**config.mk**
```make
export PLATFORM = sky130hd
export DESIGN_NAME = br_cmp_arbiter
export DESIGN_NICKNAME = d
export VERILOG_FILES = /design/src/rtl/br_cmp_arbiter.sv
export SDC_FILE = /design/constraint.sdc
export NUM_CORES = 1
export LEC_CHECK = 0
export ABC_CLOCK_PERIOD_IN_PS = 4580
export BUFFER_PORTS_ARGS = -buffer_cell sky130_fd_sc_hd__buf_2
export CAP_MARGIN = 20
export CORE_MARGIN = 2
export CORE_UTILIZATION = 38
export CTS_CLUSTER_DIAMETER = 150
export DETAILED_ROUTE_END_ITERATION = 10
export HOLD_SLACK_MARGIN = 0.06
export PLACE_DENSITY = 0.84
export SLEW_MARGIN = 10
export SYNTH_ARGS = -nofsm -noshare
export SYNTH_HDL_FRONTEND = slang
export SYNTH_SLANG_ARGS = --single-unit
```
**constraint.sdc**
```tcl
create_clock -name clk -period 4.58 [get_ports clk]
set_input_delay 0.916 -clock clk [delete_from_list [all_inputs] [get_ports clk]]
set_output_delay 0.916 -clock clk [all_outputs]
set_load 0.01 [all_outputs]
```
**src/rtl/br_cmp_arbiter.sv**
```systemverilog
// br_cmp_arbiter: shares one branch comparator between NREQ requesters.
// Round-robin arbitration accepts at most one request per cycle. The outcome
// is held in a single-entry result register with valid/ready backpressure.
//
// Optional build macro: BR_CMP_ARBITER_ILLEGAL_EN adds rsp_illegal, which
// flags reserved funct3 encodings (3'b010, 3'b011).
//
// Ports:
//   clk          clock
//   rst          synchronous active-high reset
//   req_valid    [NREQ]        requester i has a compare pending
//   req_ready    [NREQ]        one-hot grant, request accepted at this edge
//   req_cmpop    [NREQ*3]      branch funct3 per requester, requester 0 in LSBs
//   req_a        [NREQ*WIDTH]  operand a per requester
//   req_b        [NREQ*WIDTH]  operand b per requester
//   req_tag      [NREQ*TAG_W]  opaque tag per requester
//   rsp_valid    result register holds a result
//   rsp_ready    consumer takes the result this cycle
//   rsp_id       [ID_W]        index of the requester that produced the result
//   rsp_tag      [TAG_W]       tag of that request
//   rsp_br_en    comparison outcome
//   rsp_illegal  (macro only) reserved funct3 was granted
module br_cmp_arbiter #(
  parameter int unsigned WIDTH = 32,
  parameter int unsigned NREQ  = 2,
  parameter int unsigned TAG_W = 4,
  localparam int unsigned ID_W = (NREQ > 1) ? $clog2(NREQ) : 1
) (
  input  logic                  clk,
  input  logic                  rst,
  input  logic [NREQ-1:0]       req_valid,
  output logic [NREQ-1:0]       req_ready,
  input  logic [NREQ*3-1:0]     req_cmpop,
  input  logic [NREQ*WIDTH-1:0] req_a,
  input  logic [NREQ*WIDTH-1:0] req_b,
  input  logic [NREQ*TAG_W-1:0] req_tag,
  output logic                  rsp_valid,
  input  logic                  rsp_ready,
  output logic [ID_W-1:0]       rsp_id,
  output logic [TAG_W-1:0]      rsp_tag,
  output logic                  rsp_br_en
`ifdef BR_CMP_ARBITER_ILLEGAL_EN
  ,
  output logic                  rsp_illegal
`endif
);

  typedef enum logic [2:0] {
    F3_BEQ  = 3'b000,
    F3_BNE  = 3'b001,
    F3_BLT  = 3'b100,
    F3_BGE  = 3'b101,
    F3_BLTU = 3'b110,
    F3_BGEU = 3'b111
  } branch_funct3_t;

  typedef enum logic {
    EMPTY = 1'b0,
    FULL  = 1'b1
  } state_t;

  state_t            state;
  state_t            state_next;
  logic              load;
  logic              slot_free;
  logic [ID_W-1:0]   ptr;
  logic [ID_W-1:0]   ptr_next;
  logic [NREQ-1:0]   grant;
  logic [ID_W-1:0]   grant_id;
  logic              found;
  logic [2:0]        op_sel;
  logic [WIDTH-1:0]  a_sel;
  logic [WIDTH-1:0]  b_sel;
  logic [TAG_W-1:0]  tag_sel;
  logic              br_en_c;

  assign rsp_valid = (state == FULL);

  // A new result may be written when the register is empty or being drained.
  assign slot_free = !rst && (!rsp_valid || rsp_ready);
  assign req_ready = grant;

  // Round-robin search: first pass covers [ptr, NREQ), second wraps to [0, ptr).
  always_comb begin
    grant    = '0;
    grant_id = '0;
    found    = 1'b0;
    if (slot_free) begin
      for (int unsigned i = 0; i < NREQ; i++) begin
        if (!found && req_valid[i] && (i >= 32'(ptr))) begin
          found    = 1'b1;
          grant[i] = 1'b1;
          grant_id = ID_W'(i);
        end
      end
      for (int unsigned i = 0; i < NREQ; i++) begin
        if (!found && req_valid[i] && (i < 32'(ptr))) begin
          found    = 1'b1;
          grant[i] = 1'b1;
          grant_id = ID_W'(i);
        end
      end
    end
  end

  // Pointer moves just past the winner so it has lowest priority next time.
  always_comb begin
    ptr_next = ptr;
    if (found) begin
      if (32'(grant_id) == NREQ - 1) begin
        ptr_next = '0;
      end else begin
        ptr_next = grant_id + ID_W'(1);
      end
    end
  end

  // Operand mux driven by the one-hot grant.
  always_comb begin
    op_sel  = '0;
    a_sel   = '0;
    b_sel   = '0;
    tag_sel = '0;
    for (int unsigned i = 0; i < NREQ; i++) begin
      if (grant[i]) begin
        op_sel  = req_cmpop[i*3 +: 3];
        a_sel   = req_a[i*WIDTH +: WIDTH];
        b_sel   = req_b[i*WIDTH +: WIDTH];
        tag_sel = req_tag[i*TAG_W +: TAG_W];
      end
    end
  end

  // Shared comparator; reserved encodings resolve to not-taken.
  always_comb begin
    br_en_c = 1'b0;
    case (op_sel)
      F3_BEQ:  br_en_c = (a_sel == b_sel);
      F3_BNE:  br_en_c = (a_sel != b_sel);
      F3_BLT:  br_en_c = ($signed(a_sel) <  $signed(b_sel));
      F3_BGE:  br_en_c = ($signed(a_sel) >= $signed(b_sel));
      F3_BLTU: br_en_c = (a_sel <  b_sel);
      F3_BGEU: br_en_c = (a_sel >= b_sel);
      default: br_en_c = 1'b0;
    endcase
  end

  // Result register state.
  always_ff @(posedge clk) begin
    if (rst) begin
      state <= EMPTY;
      ptr   <= '0;
    end else begin
      state <= state_next;
      ptr   <= ptr_next;
    end
  end

  // Next state: a grant always loads; a drain without a grant empties.
  always_comb begin
    state_next = state;
    load       = 1'b0;
    case (state)
      EMPTY: begin
        if (found) begin
          load       = 1'b1;
          state_next = FULL;
        end
      end
      FULL: begin
        if (rsp_ready) begin
          if (found) begin
            load = 1'b1;
          end else begin
            state_next = EMPTY;
          end
        end
      end
      default: state_next = EMPTY;
    endcase
  end

  // Result payload; held while the consumer stalls.
  always_ff @(posedge clk) begin
    if (rst) begin
      rsp_id    <= '0;
      rsp_tag   <= '0;
      rsp_br_en <= 1'b0;
    end else if (load) begin
      rsp_id    <= grant_id;
      rsp_tag   <= tag_sel;
      rsp_br_en <= br_en_c;
    end
  end

`ifdef BR_CMP_ARBITER_ILLEGAL_EN
  logic illegal_c;

  assign illegal_c = (op_sel == 3'b010) || (op_sel == 3'b011);

  always_ff @(posedge clk) begin
    if (rst) begin
      rsp_illegal <= 1'b0;
    end else if (load) begin
      rsp_illegal <= illegal_c;
    end
  end
`endif

endmodule

```
==> qor.txt <==
skew final - 0.00109 ns
antenna violations before repair - 0
CTS Buf Count - 3
# nets final - 534
post-route ant nets - 0
Yosys Warn Count - 0
Synth area leaders - ha_1, a22o_1, a22oi_1
Clock transition at path regs - 0.04 ns
largest net degree at the start of global routing - 78
maxcap violations - 0
worst path required time - 4.68 ns
post_cts resized - 0
grt total ovfl - 0
Cell variety after synth - 33
first-pass GRT wire length - 8900 um
Worst Path Arrival - 3.74 ns
H-tree depth - 1
RePlAce Congestion - 0.738
die area - 5110 um2
ratio of final minimum period to clock period - 79.4%
leak pwr - 0.00136 uW
layout cells sized above 1 - 47.3%
Seq/Total Area, Yosys - 9.26%
IO Port Bufs - 155
Post-Layout Cell Count - 405
actual slew at the worst max-slew pin - 0.513 ns
commonest non-fill, non-tap cell in the layout - buf_2
Mapped Nets - 388
Clock Root Buffer - clkbuf_8
status - completed
synthesized flop and latch total - 8
RSZ-0062 raised after global routing - false
synthesis-to-finish area growth - 48.6%
largest fanout on the critical path - 39
Die H - 71.5 um
cell taking the most area after synthesis - ha_1
Yosys top cell area share - 23.2%
cell area power density - 162 nW/um2
Core Rows - 24
fmax - 275 MHz
Hold Path Stages - 2
clock latency at the later pin of the worst-skew pair - 0.23 ns
Max rail drop VDD - 0.162 mV
Worst setup EP type - flop
mean post-synth cell area - 8.27 um2
Initial Util - 39.7%
GRT Total Usage - 21.0%
Final Hold Fails - 0
Initial DRC Count - 111
DRC Markers - 0
IO Count - 156
First-pass DRT Iterations - 4
worst hold path class - reg2reg
DR vias/cell - 5.71
final wirelength - 5660 um
final setup fails - 0
Startpoint Class - primary input
fin crit period - 3.64 ns
Rel. slew slack - 65.8%
# hold bufs at CTS - 0
antenna cells - 0
WS Path Type - in2reg
Post-CTS Setup Bufs - 0
most frequent cells in the layout - buf_2, a22oi_1, a22o_1, ha_1, a21oi_1
Sink Count - 8
via count - 2,314
CTS tree - built
deepest clock path buffer count - 2
FF-to-FF path depth - 12
Slew Limit Fails - 0
vias in the first global route - 2,192
synthesized instance count - 209
DR WL/cell - 14.0 um
synthesized area - 1730 um2
TNS Setup - 0 ns
Post-DP HPWL - 4630 um
Placed Cells incl. Taps - 402
Die Wd - 71.5 um
core footprint - 4350 um2
-- worst max-delay path: stages --
cell and delay (ns):
buf_2 0.11, nor2b_4 0.05, a2111oi_4 0.33, buf_4 0.41, a22oi_1 0.13, ha_1 0.34, nand4_1 0.18, nor4_1 0.41
nand3_1 0.20, mux2i_1 0.23, a221oi_2 0.06, a221oi_2 0.25, nand4_1 0.10
-- registers in the layout, summed over array words and instances (netlist names) --
name / flops
rsp_valid: 1
ptr: 1
rsp_id: 1
rsp_tag: 4
rsp_br_en: 1
-- cell usage after synthesis --
library cell,n
buf_4,1
nand4_1,7
a221oi_2,2
ha_1,32
o2111a_1,1
nand2b_1,1
nor4_2,1
a221o_1,2
nor3_1,4
a211o_1,1
or4_1,1
dfxtp_1,8
buf_6,1
buf_2,3
clkbuf_1,11
o21ai_0,3
nor2b_4,1
or3_1,2
a22o_1,33
nor2_1,8
a222oi_1,4
a211oi_1,1
buf_1,1
mux2i_1,2
a21oi_1,15
a221oi_1,2
a22oi_1,34
nand3_1,7
inv_1,5
nand2_1,8
nor4_1,2
a2111oi_4,1
a21o_1,4
-- metrics by stage --
stage	worst slack (ns)	utilization, %	hold slack (ns)	power [uW]	cell area (um2)
floorplan	0.849	-	0.497	229	1730
global placement	0.822	58.0	0.442	324	2530
detailed placement	0.710	58.0	0.444	329	2530
CTS	0.937	59.0	0.462	420	2570
global route	0.598	59.0	0.493	456	2570
finish	0.945	59.0	0.459	415	2570
-- path summary, 6_finish.rpt --
kind | start | end | slack [ns]
hold / removal | rsp_tag[1]$_SDFFE_PP0P_ | rsp_tag[1]$_SDFFE_PP0P_ | 0.46
hold reg to reg | rsp_tag[1]$_SDFFE_PP0P_ | rsp_tag[1]$_SDFFE_PP0P_ | 0.46
setup reg to reg | rsp_valid$_SDFF_PP0_ | rsp_br_en$_SDFFE_PP0P_ | 1.33
setup / recovery | rsp_ready | rsp_br_en$_SDFFE_PP0P_ | 0.94
-- per-layer routing --
metal | GRT usage (%) | wire length, um | vias up
li1 | - | - | 1164
met1 | 24.7 | 2310 | 1021
met2 | 37.6 | 2710 | 125
met3 | 5.34 | 612 | 4
met4 | 6.08 | 31 | 0
met5 | 0 | 0 | -
-- power breakdown --
part	leakage, uW	switching, uW	internal (uW)
logic	0.00127	121	126
registers	0.0000662	4.93	76.8
clock network	0.0000216	28.9	57.0
total	0.00136	155	260
-- kinds of logic after synthesis --
kind of cell    count (synthesis)  share of synthesized area, %
compound gates                103                          47.8
buf+inv                        22                          5.64
simple gates                   42                          13.0
flops                           8                          9.26
fa+ha+maj                      32                          23.2
mux                             2                          1.16
-- layout make-up --
| cell class | count | area (um2) |
|---|---|---|
| multi-input cells | 179 | 1470 |
| fillers | 400 | 1790 |
| inverters | 5 | 18.8 |
| well taps | 52 | 65.1 |
| repair buffers | 158 | 811 |
| clock buffers | 3 | 41.3 |
| flip-flops and latches | 8 | 160 |
Note: power is estimated with default switching activity, not from simulation.
